File: src/rtl/prga.sv
// prga: ARC4 pseudo-random generation and decryption stage.
// Walks the permuted S array left by key scheduling, swaps S[i]/S[j] in
// place, and writes a length-prefixed plaintext (ct[k] ^ keystream) to PT.
//
// Handshake: rdy=1 means idle. A run starts on the rising edge where
// en=1 and rdy=1; rdy drops from the next cycle and returns high once the
// last plaintext byte has been written. en is ignored while rdy=0.
//
// Every memory output is a register. Values assigned in a state appear on
// the ports in the following cycle. The memory returns read data one cycle
// after it sees the address.
module prga (
  input  logic       clk,
  input  logic       rst_n,
  input  logic       en,
  output logic       rdy,
  output logic [7:0] s_addr,
  input  logic [7:0] s_rddata,
  output logic [7:0] s_wrdata,
  output logic       s_wren,
  output logic [7:0] ct_addr,
  input  logic [7:0] ct_rddata,
  output logic [7:0] pt_addr,
  input  logic [7:0] pt_rddata,
  output logic [7:0] pt_wrdata,
  output logic       pt_wren
);

  typedef enum logic [3:0] {
    ST_IDLE, ST_LEN, ST_LEN_W, ST_LEN_R,
    ST_I, ST_I_W, ST_I_R, ST_J_W, ST_J_R,
    ST_WI, ST_P, ST_P_W, ST_P_R, ST_DONE
  } state_t;

  state_t     state;
  logic [7:0] i, j, k, n, si, sj, ctk, pad;

  // PT memory is write-only from this block's point of view.
  logic unused_pt_rddata;
  assign unused_pt_rddata = ^pt_rddata;

  // The plaintext byte being written is held in pad.
  assign pt_wrdata = pad;

  // Control FSM with registered memory-side outputs.
  always_ff @(posedge clk or negedge rst_n) begin
    if (!rst_n) begin
      state    <= ST_IDLE;
      rdy      <= 1'b1;
      s_addr   <= 8'd0;
      s_wrdata <= 8'd0;
      s_wren   <= 1'b0;
      ct_addr  <= 8'd0;
      pt_addr  <= 8'd0;
      pt_wren  <= 1'b0;
      i        <= 8'd0;
      j        <= 8'd0;
      k        <= 8'd0;
      n        <= 8'd0;
      si       <= 8'd0;
      sj       <= 8'd0;
      ctk      <= 8'd0;
      pad      <= 8'd0;
    end else begin
      case (state)
        ST_IDLE: begin
          s_wren  <= 1'b0;
          pt_wren <= 1'b0;
          if (en) begin
            state   <= ST_LEN;
            rdy     <= 1'b0;
            i       <= 8'd0;
            j       <= 8'd0;
            k       <= 8'd0;
            ct_addr <= 8'd0;
          end
        end
        ST_LEN:   state <= ST_LEN_W;
        ST_LEN_W: state <= ST_LEN_R;
        ST_LEN_R: begin
          // Length byte is copied straight through to pt[0].
          n       <= ct_rddata;
          pt_addr <= 8'd0;
          pad     <= ct_rddata;
          pt_wren <= 1'b1;
          state   <= (ct_rddata == 8'd0) ? ST_DONE : ST_I;
        end
        ST_I: begin
          i       <= i + 8'd1;
          k       <= k + 8'd1;
          s_addr  <= i + 8'd1;
          ct_addr <= k + 8'd1;
          s_wren  <= 1'b0;
          pt_wren <= 1'b0;
          state   <= ST_I_W;
        end
        ST_I_W:   state <= ST_I_R;
        ST_I_R: begin
          si     <= s_rddata;
          ctk    <= ct_rddata;
          j      <= j + s_rddata;
          s_addr <= j + s_rddata;
          state  <= ST_J_W;
        end
        ST_J_W:   state <= ST_J_R;
        ST_J_R: begin
          // First half of the swap: S[j] <= S[i].
          sj       <= s_rddata;
          s_addr   <= j;
          s_wrdata <= si;
          s_wren   <= 1'b1;
          state    <= ST_WI;
        end
        ST_WI: begin
          // Second half: S[i] <= old S[j]. With i==j both writes agree.
          s_addr   <= i;
          s_wrdata <= sj;
          s_wren   <= 1'b1;
          state    <= ST_P;
        end
        ST_P: begin
          s_wren <= 1'b0;
          s_addr <= si + sj;
          state  <= ST_P_W;
        end
        ST_P_W:   state <= ST_P_R;
        ST_P_R: begin
          pt_addr <= k;
          pad     <= s_rddata ^ ctk;
          pt_wren <= 1'b1;
          state   <= (k == n) ? ST_DONE : ST_I;
        end
        ST_DONE: begin
          s_wren  <= 1'b0;
          pt_wren <= 1'b0;
          rdy     <= 1'b1;
          state   <= ST_IDLE;
        end
        default: state <= ST_IDLE;
      endcase
    end
  end

endmodule

File: config.mk
export PLATFORM = sky130hd
export DESIGN_NAME = prga
export DESIGN_NICKNAME = d
export VERILOG_FILES = /design/src/rtl/prga.sv
export SDC_FILE = /design/constraint.sdc
export NUM_CORES = 1
export LEC_CHECK = 0
export ABC_AREA = 1
export BUFFER_PORTS_ARGS = -buffer_cell sky130_fd_sc_hd__buf_2
export CORE_ASPECT_RATIO = 0.5
export CORE_MARGIN = 1
export CORE_UTILIZATION = 39
export DETAILED_ROUTE_END_ITERATION = 10
export PLACE_DENSITY = 0.61
export SLEW_MARGIN = 0
export SYNTH_ARGS = -nofsm -noshare
export SYNTH_HDL_FRONTEND = slang
export SYNTH_SLANG_ARGS = --single-unit
File: constraint.sdc
create_clock -name clk -period 3.4 [get_ports clk]
set_input_delay 0.68 -clock clk [delete_from_list [all_inputs] [get_ports clk]]
set_output_delay 0.68 -clock clk [all_outputs]
set_load 0.02 [all_outputs]
==> results.md <==
- Synth area leader: dfrtp_1
- CTS sink count: 95
- Global Route Usage Sum: 20.7%
- Post-Place Setup Slack: 1190 ps
- Routed Antenna Nets: 0
- Compound-Gate Fraction of Synth Area: 10.6%
- Xor and xnor area share after synthesis: 2.11%
- CTS Hold Buffers Added: 0
- CP endpoint kind: flop
- Synth Area in Simple Gates: 26.5%
- Nets: 745
- Setup Fix Bufs, Post-CTS: 0
- Worst Path Max Fanout: 12
- Clock power frac: 18.7%
- Area Growth Syn to Fin: 16.0%
- Syn Std Cell Area: 0.00499 mm^2
- DIE WIDTH: 162 um
- CTS tree: done
- Synth top area cells: dfrtp_1, nand2_1, inv_1
- Clk root buf: clkbuf_16
- Non-filler cells, final: 871
- Post-synth EDFFs: 0
- Fraction of layout cells with a size suffix above 1: 14.5%
- Status: complete, no violations
- # Max-Cap Violations: 0
- Ys async rst share: 100%
- Design area: 0.00579 mm^2
- Initial Util: 41.2%
- Top Ports: 70
- Sequential area share after synthesis: 47.7%
- WP data arrival: 2270 ps
- Hold WC Path Type: primary input to asynchronous set/reset pin
- Hpwl dp: 9310 um
- Yosys reg bits: 95
- Yosys warns: 0
- Highest clock rate: 485 MHz
- Largest net degree at the start of global routing: 57
- H-tree levels: 3
- Internal: 3.13 mW
- Syn_area_per_cell: 7.82 um^2
- Synth top area share: 47.1%
- Clk slew on worst S/H paths: 70 ps
- Die area: 0.0133 mm^2
- Setup TNS: 0 ps
- Die Y: 82.0 um
- First-pass iteration count of the detailed router: 5
- Via total after detailed routing: 4333
- PD cells: 970 mW/mm^2
- Period utilisation layout: 60.7%
- Drt total wl: 12700 um
- Fill count: 1221
- Finished Core Util: 47.8%
- Slew HR: 50.1%
- Worst-path cell chain: nor2_2 > nand3_1 > nand2_1 > o21ai_0
- Tmin final: 2060 ps
- Total power: 5.62 mW
- Synth Instances: 638
- Synth Net Count: 683
- Gr ovfl total: 0
- Combinational share of power: 45.5%
- Multiplexer area fraction after synthesis: 0%
- Routability Congestion: 0.886
- CP max-delay cell: nand2_1
- Reg power frac: 35.7%
- DRT iter0 DRCs: 301
- PortBufs: 61
- Crit Path Class: flop to flop
- Final count of hold timing violations: 0
- Core Box Area: 0.0121 mm^2
- Max Clock Skew: 5.96 ps
- Static leakage: 3.09 nW
- Worst setup SP type: flop
- Crit. Startpoint: state[0]
- Clock Path Buffers: 2
- Post-Place Cells: 854
- VDD IR max: 0.358 mV
- Yosys cell types: 34
- Vias in the first global route: 4081
- Vias/cell: 4.97
- Worst-Skew Late Latency: 340 ps
- Sw Pwr: 2.48 mW
- Synth Area in Adders: 4.81%
- Most used flip-flop cell after synthesis: dfrtp_1
- Worst R2R Start: state[0]
- Largest family of logic cells by synthesized area: simple AND/OR/NAND/NOR gates
- Area post-placement: 0.00548 mm^2
- Actual slew at the worst max-slew pin: 748 ps
- Sw Share: 44.2%
- RSZ-0062 raised after global routing: no
- Final worst slack: 1340 ps
- WHS: 385 ps
- Row count: 28
- Worst EP required: 3600 ps
- Wire length per cell: 14.6 um
- Initial antenna violation count: 1
- DRC viols: 0
- Post-CTS Resized: 0
- Total CTS buffers: 9
- Final Max Tran Viols: 0
- Final setup fails: 0
- First-pass GRT wire length: 20800 um
- Max incr delay on CP: 630 ps
[final timing paths]
| kind | endpoint | slack (ps) | depth (start not counted) |
|---|---|---|---|
| worst max-delay path | i[6] | 1340 | 4 |
| worst min-delay path | pt_addr[6] | 380 | 1 |
| worst max register to register | i[6] | 1340 | 4 |
| worst min register to register | s_addr[4] | 480 | 2 |
| max in group asynchronous | sj[4] | 2320 | 2 |
| min in group clk | s_addr[4] | 480 | 2 |
[cell type report]
type	count	area, um^2	share of cell area [%]
multi-input combinational	439	2200	38.0
timing repair buffer	66	358	6.18
clock buffer	12	256	4.43
sequential	95	2380	41.1
inverter	89	334	5.77
clock inverter	4	53.8	0.929
tap	165	206	3.57
antenna	1	2.50	0.0432
[synth_stat cells (9+ instances only)]
library cell / number
nand2_1: 198
dfrtp_1: 94
inv_1: 80
nand3_1: 57
o21ai_0: 53
nor2_1: 29
a21oi_1: 23
ha_1: 16
nand4_1: 10
inv_2: 9
[power groups by stage]
stage	Combinational [mW]	Clock [mW]	Sequential (mW)
4_1_cts	2.57	1.07	2.01
3_5_place_dp	2.56	0	2.02
2_1_floorplan	1.63	0	2.20
6_report	2.56	1.05	2.01
5_1_grt	2.93	1.11	2.08
3_3_place_gp	2.51	0	2.02
[worst max-delay path: cells and delay by family (launching register included)]
| kind | cells | cell delay [ps] |
|---|---|---|
| AOI/OAI and AO/OA | 1 | 170 |
| DFF | 1 | 410 |
| and+or+nand+nor | 3 | 1340 |
[cells by family (layout without fill, tap and decap cells)]
group                    after synthesis  count (layout)
adder cells (fa/ha/maj)               18              18
AO/OA/AOI/OAI                         99              99
AND/OR/NAND/NOR                      310             310
XOR/XNOR                              12              12
buffers and inverters                104             171
other                                  0               1
flip-flops                            95              95
[layer usage]
layer	GRT usage, %	routed length (um)	vias to the layer above
met5	0	0	-
met4	4.72	103	0
met3	5.56	738	9
met2	31.4	5390	111
met1	29.3	6480	2029
li1	-	-	2184
[placed cells by master (no fill, tap or decap), types with 2 or more instances in the layout]
| master | count |
|---|---|
| nor2_4 | 2 |
| nor2_2 | 3 |
| o22ai_1 | 5 |
| buf_2 | 60 |
| nor3_1 | 3 |
| o211ai_1 | 2 |
| nand2_1 | 198 |
| nand3b_1 | 2 |
| nor2_1 | 29 |
| inv_1 | 80 |
| clkinvlp_4 | 2 |
| xor2_1 | 8 |
| nand2_2 | 4 |
| dfrtp_1 | 94 |
| a211oi_1 | 2 |
| clkbuf_8 | 2 |
| xnor2_1 | 4 |
| o21ai_1 | 8 |
| inv_2 | 9 |
| nand4_1 | 10 |
| ha_1 | 16 |
| fa_1 | 2 |
| nand3_1 | 57 |
| clkbuf_16 | 9 |
| buf_4 | 5 |
| a21oi_1 | 23 |
| o21ai_0 | 53 |
Note: power is estimated with default switching activity, not from simulation.
